$ cat src/rtl/linear_network_pkg.sv
// linear_network_pkg: request record, dummy-data constant and pointer-width helper shared by the linear multicast network blocks.
package linear_network_pkg;
  localparam int DATA_WIDTH = 32;
  localparam int NUM_NODE = 4;
  typedef struct packed {
    logic [DATA_WIDTH-1:0] data;
    logic [NUM_NODE-1:0]   mask;
  } mcast_req_t;
  localparam logic [DATA_WIDTH-1:0] DUMMY_DATA = '0;
  function automatic int ptr_w(input int depth);
    return $clog2(depth);
  endfunction
endpackage

$ cat src/rtl/linear_network_req_fifo.sv
// linear_network_req_fifo: request FIFO; pointers carry an extra wrap bit so full and empty are distinguishable.
module linear_network_req_fifo
  import linear_network_pkg::*;
#(
  parameter int W     = 36,
  parameter int DEPTH = 4
) (
  input  logic                   clk,
  input  logic                   rst_n,
  input  logic                   i_push,
  input  logic [W-1:0]           i_wdata,
  input  logic                   i_pop,
  output logic [W-1:0]           o_rdata,
  output logic                   o_full,
  output logic                   o_empty,
  output logic [ptr_w(DEPTH):0]  o_count
);
  localparam int AW = ptr_w(DEPTH);
  logic [W-1:0] r_mem [DEPTH];
  logic [AW:0]  r_wr, r_rd;
  assign o_empty = r_wr == r_rd;
  assign o_full  = (r_wr[AW] != r_rd[AW]) && (r_wr[AW-1:0] == r_rd[AW-1:0]);
  assign o_count = r_wr - r_rd;
  assign o_rdata = r_mem[r_rd[AW-1:0]];
  always_ff @(posedge clk)
    if (i_push && !o_full) r_mem[r_wr[AW-1:0]] <= i_wdata;
  always_ff @(posedge clk or negedge rst_n)
    if (!rst_n) begin
      r_wr <= '0;
      r_rd <= '0;
    end else begin
      if (i_push && !o_full) r_wr <= r_wr + 1'b1;
      if (i_pop && !o_empty) r_rd <= r_rd + 1'b1;
    end
endmodule

$ cat src/rtl/linear_network_multicast_injector.sv
// linear_network_multicast_injector: queues {data, mask} requests and issues one registered request per cycle into the network.
// Optional zero-mask drop counter port o_drop_cnt under LINEAR_NETWORK_MULTICAST_INJECTOR_DROP_CNT_EN.
module linear_network_multicast_injector
  import linear_network_pkg::*;
#(
  parameter int DATA_WIDTH = 32,
  parameter int NUM_NODE   = 4,
  parameter int FIFO_DEPTH = 4
) (
  input  logic                          clk,
  input  logic                          rst_n,
  input  logic                          i_valid,
  input  logic [DATA_WIDTH-1:0]         i_data_bus,
  input  logic [NUM_NODE-1:0]           i_dest_mask,
  output logic                          o_ready,
  input  logic                          i_drain_en,
  output logic                          o_valid,
  output logic [DATA_WIDTH-1:0]         o_data_bus,
  output logic [NUM_NODE-1:0]           o_cmd,
  output logic                          o_en,
`ifdef LINEAR_NETWORK_MULTICAST_INJECTOR_DROP_CNT_EN
  output logic [15:0]                   o_drop_cnt,
`endif
  output logic [ptr_w(FIFO_DEPTH):0]    o_count
);
  logic [DATA_WIDTH+NUM_NODE-1:0] w_head;
  logic w_full, w_empty, w_accept, w_push, w_pop;
  logic r_valid;
  logic [DATA_WIDTH-1:0] r_data;
  logic [NUM_NODE-1:0] r_cmd;
  assign o_ready  = !w_full;
  assign w_accept = i_valid && o_ready;
  assign w_push   = w_accept && |i_dest_mask;
  assign w_pop    = i_drain_en && !w_empty;
  linear_network_req_fifo #(.W(DATA_WIDTH + NUM_NODE), .DEPTH(FIFO_DEPTH)) u_fifo (
    .clk     (clk),
    .rst_n   (rst_n),
    .i_push  (w_push),
    .i_wdata ({i_data_bus, i_dest_mask}),
    .i_pop   (w_pop),
    .o_rdata (w_head),
    .o_full  (w_full),
    .o_empty (w_empty),
    .o_count (o_count)
  );
  // Idle cycles drive the network's all-zero dummy word rather than stale data.
  always_ff @(posedge clk or negedge rst_n)
    if (!rst_n) begin
      r_valid <= 1'b0;
      r_data  <= '0;
      r_cmd   <= '0;
    end else begin
      r_valid <= w_pop;
      r_data  <= w_pop ? w_head[DATA_WIDTH+NUM_NODE-1:NUM_NODE] : DATA_WIDTH'(DUMMY_DATA);
      r_cmd   <= w_pop ? w_head[NUM_NODE-1:0] : '0;
    end
  assign o_valid    = r_valid;
  assign o_en       = r_valid;
  assign o_data_bus = r_data;
  assign o_cmd      = r_cmd;
`ifdef LINEAR_NETWORK_MULTICAST_INJECTOR_DROP_CNT_EN
  logic [15:0] r_drop_cnt;
  always_ff @(posedge clk or negedge rst_n)
    if (!rst_n) r_drop_cnt <= '0;
    else if (w_accept && !(|i_dest_mask) && r_drop_cnt != 16'hFFFF) r_drop_cnt <= r_drop_cnt + 16'd1;
  assign o_drop_cnt = r_drop_cnt;
`endif
endmodule

$ cat config.mk
export PLATFORM = sky130hd
export DESIGN_NAME = linear_network_multicast_injector
export DESIGN_NICKNAME = d
export VERILOG_FILES = /design/src/rtl/linear_network_pkg.sv /design/src/rtl/linear_network_req_fifo.sv /design/src/rtl/linear_network_multicast_injector.sv
export SDC_FILE = /design/constraint.sdc
export NUM_CORES = 1
export LEC_CHECK = 0
export ABC_AREA = 1
export CORE_MARGIN = 5
export CORE_UTILIZATION = 50
export CTS_CLUSTER_SIZE = 14
export DETAILED_ROUTE_END_ITERATION = 6
export PLACE_DENSITY_LB_ADDON = 0.25
export SYNTH_ARGS = -nofsm -noshare
export SYNTH_HDL_FRONTEND = slang
export SYNTH_SLANG_ARGS = --single-unit
$ cat constraint.sdc
create_clock -name clk -period 7.3 [get_ports clk]
set_input_delay 0.73 -clock clk [delete_from_list [all_inputs] [get_ports clk]]
set_output_delay 0.73 -clock clk [all_outputs]
set_load 0.1 [all_outputs]
* Yosys cells after proc, flatten, opt, wreduce, memory -nomap -nowiden
Memory sizes are Yosys's and may differ from the RTL's.
Cells that the tools add are included.
** Operators by class
- Add/subtract/negate cells :: 3
- Multipliers :: 0
- Div/mod/pow operators :: 0
- $lt $le $gt $ge :: 0
- Equal/unequal tests :: 3
- Shift operators :: 0
- Multiplexer cells :: 4
- Bitwise gates (word level) :: 0
- Reductions and logical operators :: 9
** Operators by type and width (count)
- two-way mux 32 bit :: 1
- adder 3 x 1 -> 3 bit (second input constant) :: 2
- logical AND 1 bit :: 6
- two-way mux 4 bit :: 1
- OR reduction 4 bit :: 1
- equality test 3 bit :: 1
- subtractor 3 bit :: 1
- equality test 2 bit :: 1
- zero test 1 bit :: 2
- two-way mux 1 bit :: 2
- inequality test 1 bit :: 1
** Storage, ports and cells
- Bits in registers :: 43
- Bits in latches :: 0
- RAM bits :: 144
- ROM bits :: 0
- Bits of input ports :: 40
- Output and inout bits :: 42
- Memories :: 1
** Memory list
- u_fifo.r_mem :: depth 4, bits a word 36, rd ports 1, clocked after memory_dff 0, wr ports 1, RTL line linear_network_req_fifo.sv:19 : logic [W-1:0] r_mem [DEPTH];

* Longest topological paths before layout
Gate-level depths: netlist of run 1.
- Depth after elaboration :: 8
- Depth in mapped cells :: 10
- Gate-level depth less buffers :: 8

* Modules after synthesis
From an unflattened synthesis of run 1, not the netlist that was laid out.
** Second synthesis, totals
- Cells, all modules :: 532
- Area total of the unflattened synthesis :: 7145.6 µm²
** Modules (own cells, without submodules)
- linear_network_req_fifo :: instances 1, cells an instance 411, area an instance 5864.4 µm², seq. area each 4474.3 µm²
- linear_network_multicast_injector :: instances 1, cells an instance 121, area an instance 1281.2 µm², seq. area each 925.9 µm²

* Worst setup path after synthesis of run 1
Ideal clock, no wire load.
- Path type :: register to register
- From :: register u_fifo.r_rd[1]
- To :: memory u_fifo.r_mem[0][0] (enable)
- Setup time :: 429 ps
- Arrival :: 3668 ps
- Slack :: 3203 ps
- Stages on the path, launching flop included :: 9
- Path buffers :: 1
- Period minus slack after synthesis :: 4097 ps
- Cell sequence :: dfrtp_1 > inv_2 > buf_2 > ha_1 > nand2_1 > inv_1 > nand3_1 > nand2_2 > nor2_1
** Between the ends
- Word-level cells in the longest chain between the ends :: 8
** Ends and longest elaborated chain
- start: declaration :: RTL line linear_network_req_fifo.sv:20 : logic [AW:0] r_wr, r_rd;
- start signal: assignment :: RTL line linear_network_req_fifo.sv:33 : if (i_pop && !o_empty) r_rd <= r_rd + 1'b1;
- equality test 2 bit * :: RTL line linear_network_req_fifo.sv:22 : assign o_full = (r_wr[AW] != r_rd[AW]) && (r_wr[AW-1:0] == r_rd[AW-1:0]);
- logical AND 1 bit * :: RTL line linear_network_req_fifo.sv:22
- zero test 1 bit * :: RTL line linear_network_multicast_injector.sv:31 : assign o_ready = !w_full;
- via o_ready :: RTL line linear_network_multicast_injector.sv:15 : output logic o_ready,
- logical AND 1 bit :: RTL line linear_network_multicast_injector.sv:32 : assign w_accept = i_valid && o_ready;
- logical AND 1 bit :: RTL line linear_network_multicast_injector.sv:33 : assign w_push = w_accept && |i_dest_mask;
- logical AND 1 bit * :: RTL line linear_network_req_fifo.sv:26 : if (i_push && !o_full) r_mem[r_wr[AW-1:0]] <= i_wdata;
- two-way mux 1 bit * :: RTL line linear_network_req_fifo.sv:26
- two-way mux 1 bit (not written as such) * :: RTL line linear_network_req_fifo.sv:26
- end: declaration :: RTL line linear_network_req_fifo.sv:19
The timed path passes the listed nets; every way through them passes the cells marked *.

* Final worst setup path of run 1
- From :: register u_fifo.r_rd[1]
- To :: output port o_ready
** Between the ends
- Word-level cells in the longest chain between the ends :: 3
** Ends and longest elaborated chain (RTL line)
- equality test 2 bit :: linear_network_req_fifo.sv:22
- logical AND 1 bit :: linear_network_req_fifo.sv:22
- zero test 1 bit :: linear_network_multicast_injector.sv:31
- end: declaration :: linear_network_multicast_injector.sv:15
Every way passes these cells.

==> results of run 1 <==
state kept, by name, summed over array words and instances, names as in the netlist:
register      count
o_cmd             4
o_data_bus       32
o_en              1
u_fifo.r_mem    144
u_fifo.r_rd       3
u_fifo.r_wr       3
per-stage QoR:
stage	area, sq um	hold slack, ps	utilization, %	worst slack, ps	std cells
2_1_floorplan	7039	434.4	-	3203	525
3_3_place_gp	7910	521.7	57.21	3211	760
3_5_place_dp	7910	526.5	57.21	3166	760
4_1_cts	8448	509.8	61.10	2708	792
5_1_grt	8448	569.0	61.10	2535	792
6_report	8448	479.4	61.10	2739	792
layout by cell type, fill, tap and decap left out:
master | synthesis | routed
sky130_fd_sc_hd__clkbuf_1 | 5 | 3
sky130_fd_sc_hd__a21oi_2 | 3 | 3
sky130_fd_sc_hd__nor2_1 | 150 | 146
sky130_fd_sc_hd__buf_2 | 7 | 1
sky130_fd_sc_hd__clkdlybuf4s50_1 | 0 | 80
sky130_fd_sc_hd__nand2_1 | 14 | 14
sky130_fd_sc_hd__nand3_1 | 7 | 7
sky130_fd_sc_hd__clkinvlp_4 | 0 | 1
sky130_fd_sc_hd__clkbuf_16 | 0 | 17
sky130_fd_sc_hd__ha_1 | 7 | 7
sky130_fd_sc_hd__dfrtp_1 | 43 | 41
sky130_fd_sc_hd__clkinv_1 | 0 | 3
sky130_fd_sc_hd__a21oi_1 | 34 | 34
sky130_fd_sc_hd__nand2_4 | 2 | 2
sky130_fd_sc_hd__xnor2_1 | 1 | 1
sky130_fd_sc_hd__clkinv_2 | 0 | 5
sky130_fd_sc_hd__inv_1 | 13 | 13
sky130_fd_sc_hd__nor2_4 | 0 | 4
sky130_fd_sc_hd__inv_2 | 2 | 2
sky130_fd_sc_hd__bufinv_16 | 0 | 1
sky130_fd_sc_hd__xor2_1 | 2 | 2
sky130_fd_sc_hd__edfxtp_1 | 144 | 144
sky130_fd_sc_hd__dfrtp_2 | 0 | 2
sky130_fd_sc_hd__clkbuf_8 | 0 | 2
sky130_fd_sc_hd__nand2_2 | 3 | 3
sky130_fd_sc_hd__fa_1 | 1 | 1
sky130_fd_sc_hd__o21ai_1 | 5 | 5
sky130_fd_sc_hd__o21ai_0 | 67 | 67
sky130_fd_sc_hd__buf_4 | 2 | 1
layout make-up:
class | instances | area share (%)
clock buffer | 22 | 5.495
clock inverter | 10 | 0.8738
sequential | 187 | 63.95
multi-input combinational | 296 | 16.72
tap | 180 | 2.666
inverter | 15 | 0.6665
timing repair buffer | 82 | 9.627
worst paths after layout:
path	startpoint	end	slack, ps	cells past startpoint
max	u_fifo.r_rd[1]$_DFFE_PN0P_	o_ready	2740	6
min	rst_n	o_data_bus[26]$_DFF_PN0_	480	1
max reg2reg	u_fifo.r_rd[1]$_DFFE_PN0P_	u_fifo.r_mem[1][19]$_DFFE_PP_	3500	7
min reg2reg	u_fifo.r_mem[3][12]$_DFFE_PP_	o_data_bus[8]$_DFF_PN0_	530	2
max in group asynchronous	rst_n	u_fifo.r_rd[1]$_DFFE_PN0P_	6130	1
min in group clk	u_fifo.r_mem[3][12]$_DFFE_PP_	o_data_bus[8]$_DFF_PN0_	530	2
metal layers:
layer / routed length [microns] / share of wire (%)
met5: 0 / 0
met4: 222 / 1.7
met3: 648 / 4.9
met2: 6990 / 52
met1: 5468 / 41
cell families (layout without fill, tap and decap cells):
group	Yosys count	after routing
and+or+nand+nor	176	176
DFF	187	187
AOI/OAI and AO/OA	109	109
buffers and inverters	42	129
adders and majority gates	8	8
xor gates and xnor gates	3	3
critical path: cells and delay by family, from the launching register on:
kind	cells	cell delay, ps
buffers and inverters	3	1760
flip-flops	1	930
adder cells (fa/ha/maj)	1	450
AND/OR/NAND/NOR	2	240
==> summary by stage, run 1 <==
Status
The flow ran to the end, and the final reports show no timing, DRC or antenna violations.

Clocking
The CTS clock-pin slew for the worst setup and hold paths is 60 ps. TritonCTS built the clock tree. The quantity of hold-fixing buffers added after cts is 0. In this run the deepest clock path goes through 2 buffers. The number of clock buffers added by TritonCTS is 17.

The post-CTS resize count is 0. The clock sink count is 187. The number of H-tree levels is 4.

The cell chosen for the clock root is sky130_fd_sc_hd__clkbuf_16. The total setup buffers inserted after CTS is 0. At the later pin of the worst-skew pair, clock insertion delay measures 420 ps.

Layout
The area growth from synthesis to layout is 20.01%. The number of nets in the final layout is 647. Counting the fill cells in the layout gives 1030. Of the cells placed in the final design, the portion with a size suffix greater than 1 is 7.190%.

The sequential cells in the finished layout cover a total of 5403 sq um. The repair_antennas step left the layout with diodes totalling 0. Summing all multi-input logic gate instances after layout gives 1413 sq um.

Global route
Global routing consumed, on the met1 layer, 21.54% of the routing resources. The met2 usage is 29.05%. The met3 layer usage reported by global route is 3.985%.

For this run the aggregate overflow at the end of global routing stands at 0. The number of antenna violations at the first check in global routing is 0. The via count of the first global-routing pass was 4266. The first global-routing pass estimated 21770 microns of wire. The total routing resource utilization after global routing is 17.27%. The highest-utilization routing layer at the global route stage is met2.

The maximum number of pins on one net before global-route repair is 77.

Critical path
For this run, the slowest stage of the critical path takes 1170 ps. The highest net fanout along the worst path is 40. The type of element capturing the critical path is a primary output. The critical setup path kind is reg -> out.

The critical-path cell with the highest stage delay is sky130_fd_sc_hd__clkdlybuf4s50_1. The critical path goes through inv_2 -> ha_1 -> nand2_1 -> inv_1 -> nand3_1 -> clkdlybuf4s50_1. STA classifies the critical path startpoint as a flip-flop. STA puts the critical path data arrival time at 3830 ps. Data on the critical path is required at its endpoint by 6570 ps.

Detailed routing
After detailed routing, the total wire length is 13330 microns. Before antenna repair, the detailed router went through 4 iterations. The antenna violation net count after detailed routing is 0. In the final routed layout, each cell accounts on average for 16.83 microns. The overall via count from detail_route is 4122.

Dividing the detail-routed via count by the number of cells gives 5.205. In the routed design, unresolved DRC markers number 0. For this block, the initial DRC count from the detailed router was 415.

Yosys
Of the post-synthesis cell area, the dominant cell type holds 61.43%. In this run the mean area of a mapped cell was 13.41 sq um. After synthesis, the most frequently instantiated cells are sky130_fd_sc_hd__nor2_1 (150), sky130_fd_sc_hd__edfxtp_1 (144), sky130_fd_sc_hd__o21ai_0 (67), sky130_fd_sc_hd__dfrtp_1 (43), sky130_fd_sc_hd__a21oi_1 (34).

After synthesis, the cell types taking the most area are sky130_fd_sc_hd__edfxtp_1 (61%), sky130_fd_sc_hd__dfrtp_1 (15%), sky130_fd_sc_hd__nor2_1 (8.0%), sky130_fd_sc_hd__o21ai_0 (4.8%), sky130_fd_sc_hd__a21oi_1 (2.4%). The cell count after synthesis came out at 525. The most used standard cell by instance count after synthesis is sky130_fd_sc_hd__nor2_1. After synthesis, the largest family of logic cells by area is simple AND/OR/NAND/NOR gates.

The distinct cell type count after synthesis is 22. The share of cell area taken by muxes after synthesis is 0%. The post-synthesis compound-gate area fraction is 7.910%. Summed over all instances, the cell type with the most area after synthesis is sky130_fd_sc_hd__edfxtp_1. For this run, asynchronously set or reset flops after synthesis account for 22.99%.

Of the total synthesized cell area, the portion taken by XOR and XNOR cells is 0.3733%. In this run, synthesis produced a sequential element count of 187. The number of flops mapped to enable cells by yosys is 144. Of the total synthesized cell area, the portion taken by AND, OR, NAND and NOR gates is 9.829%. The synthesized area is 7039 sq um. Counting every net in the synthesized netlist gives 573. After synthesis, flip-flops and latches occupy 76.72% of the total area. For this run, the number of Yosys warnings is 0. The share of synthesized cell area in full adder, half adder and majority cells is 1.529%.

For this run, the leading register cell type out of synthesis is sky130_fd_sc_hd__edfxtp_1.

Floorplanning
In this run the count of I/O pins placed on the die edge is 82. The die is 128.7 microns tall. The total core area is 13830 sq um. The die covers 16550 sq um. The width of the die is 128.7 microns. The effective utilization at floorplan is 50.91%. The floorplan has 43 rows.

STA
The final-layout setup total negative slack is 0 ps. Dividing the final minimum period by the clock period gives 62.48%. The highest achievable clock rate is 219.3 MHz. The final-report setup violation count is 0.

The number of max-slew violations in the final report came to 0. The hold violation count in the final report came to 0. The worst clock skew is 7.847 ps. The worst slew margin relative to its limit is 20.06%. Setup repair after global routing left no endpoint under its margin. After layout, the minimum clock period comes to 4561 ps. The transition time at the pin with the least slew margin is 1196 ps.

Placement
Input and output buffers added on the ports amount to 81. The weighted congestion reported at the end of routability-driven placement is 0.7509. Detailed placement finished with a half-perimeter wire length of 7664 microns.

Flow run
The number of max-cap violations is 0.

Min path
The worst min-delay path class is in -> async.
Power of run 1 is not shown: default switching activity piles up to over one toggle a cycle in this logic, so the estimate is an artifact.
==> run 2, diff against run 1 <==
==> constraint.sdc (replaced) <==
create_clock -name clk -period 3.85 [get_ports clk]
set_input_delay 0.385 -clock clk [delete_from_list [all_inputs] [get_ports clk]]
set_output_delay 0.385 -clock clk [all_outputs]
set_load 0.1 [all_outputs]
==> summary by stage, run 2 (synthesis results as in run 1) <==
Global route
The total grt overflow is 0 (unchanged). The via count of the first global-routing pass is 4178 (was 4266). The total routing resource utilization after global routing is 17.31% (was 17.27%). The first-pass GRT wire length was 21790 microns (was 21770 microns). The maximum number of pins on one net before global-route repair is 76 (was 77). The number of antenna violations at the first check in global routing is 0 (unchanged).

STA
The final-report setup violation count is 0 (unchanged). The worst path uses 65.93% of the clock period. Subtracting the final worst setup slack from the clock period gives 2538 ps.

The number of max-slew violations in the final report is 0 (unchanged). The least setup slack across all paths after layout was 1312 ps (was 2739 ps). The highest achievable clock rate is 394.0 MHz.

The final-layout setup total negative slack came to 0 ps (unchanged). The transition time at the pin with the least slew margin came to 1078 ps (was 1196 ps). The worst clock skew came to 9.007 ps (was 7.847 ps). The worst slew margin relative to its limit is 28.04% (was 20.06%). The tightest hold margin was 162.1 ps (was 479.4 ps). The hold violation count in the final report is 0 (unchanged).

Setup repair after global routing missed its margin: no (unchanged).

Critical path
Critical path cell sequence: inv_1 -> ha_1 -> nand2_1 -> inv_1 -> nand3_1 -> nand2_2 -> nor2_4 -> buf_4 (was inv_2 -> ha_1 -> nand2_1 -> inv_1 -> nand3_1 -> clkdlybuf4s50_1). The combined buffer and inverter count along the critical path is 3 (unchanged). The most frequent cell on the critical path is sky130_fd_sc_hd__inv_1. The kind of start point of the critical path is a flip-flop (unchanged).

The highest net fanout along the worst path came to 27 (was 40). The critical-path cell with the highest stage delay is sky130_fd_sc_hd__buf_4 (was sky130_fd_sc_hd__clkdlybuf4s50_1). The arrival time of data at the critical path endpoint is 2610 ps (was 3830 ps). The critical setup path kind is reg -> reg (was reg -> out).

The required time of the critical path came to 3920 ps (was 6570 ps). The type of element capturing the critical path is a flip-flop (was primary output). The category of cells accounting for the largest share of critical-path delay is simple AND/OR/NAND/NOR gates (was buffers and inverters). The peak per-stage delay on the critical path came to 430 ps (was 1170 ps).

Detailed routing
The final routed wire length divided by cell count came to 16.94 microns (was 16.83 microns). The antenna violation net count after detailed routing came to 0 (unchanged). The overall via count from detail_route came to 4039 (was 4122). The post-detailed-routing wire length came to 13520 microns (was 13330 microns). The number of optimization iterations in the first detailed-route pass was 4 (unchanged). The per-cell via count in the routed design is 5.061 (was 5.205). The violation count after the first detailed-routing iteration is 300 (was 415).

The count of unresolved DRC violations after routing was 0 (unchanged).

Layout
The fraction of final layout cells with drive strength greater than 1 is 9.385% (was 7.190%). The number of nets in the final layout is 653 (was 647). The most common library cell in the layout ignoring fill and taps is sky130_fd_sc_hd__nor2_1 (unchanged). The number of flip-flops in the largest register is 144 (unchanged). The number of antenna diodes was 0 (unchanged). The area growth from synthesis to layout is 21.38% (was 20.01%).

Commonest cells after routing, fill and taps aside: sky130_fd_sc_hd__nor2_1 (146), sky130_fd_sc_hd__edfxtp_1 (144), sky130_fd_sc_hd__clkdlybuf4s50_1 (76), sky130_fd_sc_hd__o21ai_0 (67), sky130_fd_sc_hd__dfrtp_1 (41) (was sky130_fd_sc_hd__nor2_1 (146), sky130_fd_sc_hd__edfxtp_1 (144), sky130_fd_sc_hd__clkdlybuf4s50_1 (80), sky130_fd_sc_hd__o21ai_0 (67), sky130_fd_sc_hd__dfrtp_1 (41)).

Clocking
The clock latency on the worst-skew pair is 420 ps (about the same). The quantity of hold-fixing buffers added after cts is 0 (unchanged). The number of buffers added by the clock tree synthesis step came to 17 (unchanged). The clock sink count is 187 (unchanged). The TritonCTS clock tree is built (unchanged). The CTS clock-pin slew for the worst setup and hold paths is 70 ps (was 60 ps). The number of H-tree levels was 4 (unchanged). The post-CTS resize count came to 0 (unchanged). The cell chosen for the clock root is sky130_fd_sc_hd__clkbuf_16 (unchanged).

The maximum clock path buffer count is 2 (unchanged). The total setup buffers inserted after CTS was 0 (unchanged).

Floorplanning
The area of the die is 16550 sq um (unchanged). The die span in y came to 128.7 microns (unchanged). The total core area is 13830 sq um (unchanged).

The site row count is 43 (unchanged). The effective utilization at floorplan is 50.91% (unchanged). The width of the die is 128.7 microns (unchanged). The I/O pin total is 82 (unchanged).

Status
Run status: complete, no violations (unchanged).

Placement
The weighted congestion reported at the end of routability-driven placement is 0.7452 (was 0.7509). The number of I/O port buffers is 81 (unchanged). The sum of net half-perimeters after detailed placement is 7727 microns (was 7664 microns). The post-placement setup slack was 1068 ps (was 3166 ps).

Min path
The worst min-delay path class is in -> async (unchanged).

Flow run
The number of max-cap violations is 0 (unchanged).
==> run 2: cell types whose count changed in the layout (fill, tap and decap cells not counted), sizes merged <==
cell,delta
buf,+10
clkdlybuf4s50,-4
clkinvlp,+1
inv,+4
clkbuf,-5
==> run 2: stage by stage <==
| step | std cells | area [sq um] | utilization [%] |
|---|---|---|---|
| 6_report | 798 | 8544 | 61.80 |
| 5_1_grt | 798 | 8544 | 61.80 |
| 4_1_cts | 798 | 8544 | 61.80 |
| 3_5_place_dp | 766 | 7995 | 57.82 |
| 3_3_place_gp | 766 | 7995 | 57.82 |
| 2_1_floorplan | 525 | 7039 | - |
==> run 2: layout make-up <==
class | count | area, sq um
inverter | 15 | 56.30
sequential | 187 | 5403
fill | 1030 | 5283
timing repair buffer | 88 | 898.4
tap | 180 | 225.2
clock inverter | 15 | 123.9
multi-input combinational | 296 | 1413
clock buffer | 17 | 425.4
==> run 2: path summary, 6_finish.rpt <==
check / slack (ps) / to / from / depth (start not counted)
worst max register to register: 1310 / u_fifo.r_mem[1][2]$_DFFE_PP_ / u_fifo.r_wr[0]$_DFFE_PN0P_ / 8
min in group clk: 520 / o_data_bus[6]$_DFF_PN0_ / u_fifo.r_mem[3][10]$_DFFE_PP_ / 2
worst min register to register: 520 / o_data_bus[6]$_DFF_PN0_ / u_fifo.r_mem[3][10]$_DFFE_PP_ / 2
worst max-delay path: 1310 / u_fifo.r_mem[1][2]$_DFFE_PP_ / u_fifo.r_wr[0]$_DFFE_PN0P_ / 8
max in group asynchronous: 2970 / u_fifo.r_rd[0]$_DFFE_PN0P_ / rst_n / 1
worst min-delay path: 160 / o_data_bus[24]$_DFF_PN0_ / rst_n / 1
==> run 2: worst reg2reg max path: cells and delay by family, from the launching register on <==
kind	cells	cell delay [ps]
flip-flops	1	420
adder cells (fa/ha/maj)	1	260
AND/OR/NAND/NOR	4	840
buffers and inverters	3	650
==> run 2: layer usage <==
layer	GRT usage (%)	part of all wire, %	up-vias
met5	0	0	-
met4	5.435	1.5	0
met3	4.815	4.1	15
met2	29.79	53	94
met1	21.35	41	1949
li1	-	-	1981
Power of run 2 is left out for the same reason.
==> run 3, diff against run 2 <==
==> constraint.sdc (replaced) <==
create_clock -name clk -period 2.5 [get_ports clk]
set_input_delay 0.25 -clock clk [delete_from_list [all_inputs] [get_ports clk]]
set_output_delay 0.25 -clock clk [all_outputs]
set_load 0.1 [all_outputs]
==> summary by stage, run 3 (synthesis results as in run 1) <==
Status
Run status: complete, no violations (unchanged).

STA
Setup repair after global routing missed its margin: no (unchanged). The time the final worst path needs with I/O delays and setup is 2226 ps. The transition time at the pin with the least slew margin came to 786.6 ps (was 1078 ps). The number of max-slew violations in the final report is 0 (unchanged). The worst clock skew is 15.08 ps (was 9.007 ps). The worst slew margin relative to its limit is 47.56% (was 28.04%).

The hold violation count in the final report is 0 (unchanged). The highest achievable clock rate is 449.3 MHz. The final-layout setup total negative slack is 0 ps (unchanged).

The final-report setup violation count came to 0 (unchanged). The post-route clock period utilization is 89.04%.

Placement
The sum of net half-perimeters after detailed placement is 8208 microns (was 7727 microns). The number of I/O port buffers came to 81 (unchanged). The post-placement cell area is 7999 sq um (was 7995 sq um). The weighted congestion reported at the end of routability-driven placement is 0.7417 (was 0.7452).

Floorplanning
The die span in y is 128.7 microns (unchanged). The width of the die is 128.7 microns (unchanged). The area of the die came to 16550 sq um (unchanged). The site row count came to 43 (unchanged). The total core area is 13830 sq um (unchanged).

The effective utilization at floorplan is 50.91% (unchanged). The I/O pin total came to 82 (unchanged).

Layout
The fraction of final layout cells with drive strength greater than 1 is 16.77% (was 9.385%). The fill cell instance count of the final layout is 1045 (was 1030). The most common library cell in the layout ignoring fill and taps was sky130_fd_sc_hd__nor2_1 (unchanged).

The area growth from synthesis to layout is 22.13% (was 21.38%). Commonest cells after routing, fill and taps aside: sky130_fd_sc_hd__nor2_1 (146), sky130_fd_sc_hd__edfxtp_1 (144), sky130_fd_sc_hd__o21ai_0 (67), sky130_fd_sc_hd__buf_4 (51), sky130_fd_sc_hd__dfrtp_1 (41) (was sky130_fd_sc_hd__nor2_1 (146), sky130_fd_sc_hd__edfxtp_1 (144), sky130_fd_sc_hd__clkdlybuf4s50_1 (76), sky130_fd_sc_hd__o21ai_0 (67), sky130_fd_sc_hd__dfrtp_1 (41)). The final design instance area without fill came to 8597 sq um (was 8544 sq um). The number of nets in the final layout is 661 (was 653).

The number of antenna diodes came to 0 (unchanged). The number of flip-flops in the largest register is 144 (unchanged).

Critical path
The arrival time of data at the critical path endpoint is 1980 ps (was 2610 ps). The kind of start point of the critical path is a flip-flop (unchanged). The required time of the critical path is 2250 ps (was 3920 ps). The type of element capturing the critical path is a primary output (was flip-flop).

The critical setup path kind is reg -> out (was reg -> reg). The highest net fanout along the worst path was 4 (was 27).

Clocking
The number of H-tree levels is 4 (unchanged). The TritonCTS clock tree is built (unchanged). The maximum clock path buffer count is 2 (unchanged). The clock latency on the worst-skew pair is 430 ps (was 420 ps). The cell chosen for the clock root is sky130_fd_sc_hd__clkbuf_16 (unchanged). The clock sink count was 187 (unchanged). The number of buffers added by the clock tree synthesis step is 17 (unchanged).

The CTS clock-pin slew for the worst setup and hold paths was 70 ps (about the same). The total setup buffers inserted after CTS was 0 (unchanged).

Global route
The total routing resource utilization after global routing is 18.05% (was 17.31%). The met2 usage is 29.12% (was 29.79%). The maximum number of pins on one net before global-route repair is 75 (was 76).

The total grt overflow is 0 (unchanged). The via count of the first global-routing pass came to 4251 (was 4178). The met3 layer usage reported by global route is 4.359% (was 4.815%). The number of antenna violations at the first check in global routing came to 0 (unchanged). The highest-utilization routing layer at the global route stage is met2 (unchanged).

The met1 track demand over resource in global routing is 24.46% (was 21.35%). The first-pass GRT wire length came to 22830 microns (was 21790 microns).

Detailed routing
The antenna violation net count after detailed routing is 0 (unchanged). The count of unresolved DRC violations after routing is 0 (unchanged). The violation count after the first detailed-routing iteration is 364 (was 300). The post-detailed-routing wire length was 14190 microns (was 13520 microns). The final routed wire length divided by cell count is 17.60 microns (was 16.94 microns). The overall via count from detail_route came to 4195 (was 4039). The per-cell via count in the routed design was 5.205 (was 5.061). The number of optimization iterations in the first detailed-route pass is 5 (was 4).

Flow run
The number of max-cap violations is 0 (unchanged).

Min path
The worst min-delay path class is in -> async (unchanged).
[run 3: cell count changes in the layout (fill, tap and decap cells not counted), moves of 2 or more]
cell / delta
sky130_fd_sc_hd__clkbuf_8: +3
sky130_fd_sc_hd__clkinv_2: -3
sky130_fd_sc_hd__clkdlybuf4s50_1: -38
sky130_fd_sc_hd__buf_4: +44
sky130_fd_sc_hd__inv_6: -2
sky130_fd_sc_hd__clkbuf_1: +2
[run 3: cell type report]
cell class,count,area [sq um],area share [%]
Clock inverter,10,113.9,1.324
Inverter,15,56.30,0.6549
Tap cell,180,225.2,2.620
Sequential cell,187,5403,62.84
Timing Repair Buffer,96,878.3,10.22
Clock buffer,22,474.2,5.516
Multi-Input combinational cell,296,1446,16.82
[run 3: layer usage]
layer / vias up / share of wire [%]
met4: 0 / 1.2
met5: - / 0
met1: 2041 / 43
met2: 140 / 50
met3: 17 / 5.6
li1: 1997 / -
[run 3: final timing paths]
kind / cells after the start / slack, ps / endpoint / from
max: 5 / 270 / o_count[2] / u_fifo.r_wr[0]$_DFFE_PN0P_
min: 2 / 440 / o_data_bus[30]$_DFF_PN0_ / rst_n
max reg2reg: 8 / 490 / u_fifo.r_mem[0][4]$_DFFE_PP_ / u_fifo.r_wr[0]$_DFFE_PN0P_
min reg2reg: 2 / 520 / o_data_bus[6]$_DFF_PN0_ / u_fifo.r_mem[3][10]$_DFFE_PP_
max in group asynchronous: 3 / 1370 / o_data_bus[10]$_DFF_PN0_ / rst_n
min in group clk: 1 / 460 / u_fifo.r_mem[3][31]$_DFFE_PP_ / i_data_bus[27]
[run 3: worst max-delay path, cell delays in order (launching register included)]
cell and delay [ps]:
sky130_fd_sc_hd__dfrtp_1 400, sky130_fd_sc_hd__inv_1 110, sky130_fd_sc_hd__ha_1 210, sky130_fd_sc_hd__fa_1 410
sky130_fd_sc_hd__xnor2_2 230, sky130_fd_sc_hd__buf_12 200
[run 3: repair_timing]
item | in CTS | in global routing
resized for setup | 0 | 0
setup endpoints to repair | 0 | 0
hold endpoints to repair | 29 | 0
hold buffers | 1 | 0
[run 3: through the flow]
stage / setup slack [ps] / hold WS (ps) / instances / util (%)
2_1_floorplan: 0.7727 / -45.59 / 525 / -
3_3_place_gp: 407.9 / 374.1 / 773 / 57.85
3_5_place_dp: 403.0 / 372.3 / 773 / 57.85
4_1_cts: 256.5 / 453.7 / 806 / 62.18
5_1_grt: 198.4 / 462.9 / 806 / 62.18
6_report: 274.1 / 437.0 / 806 / 62.18
Power of run 3 is left out for the same reason.
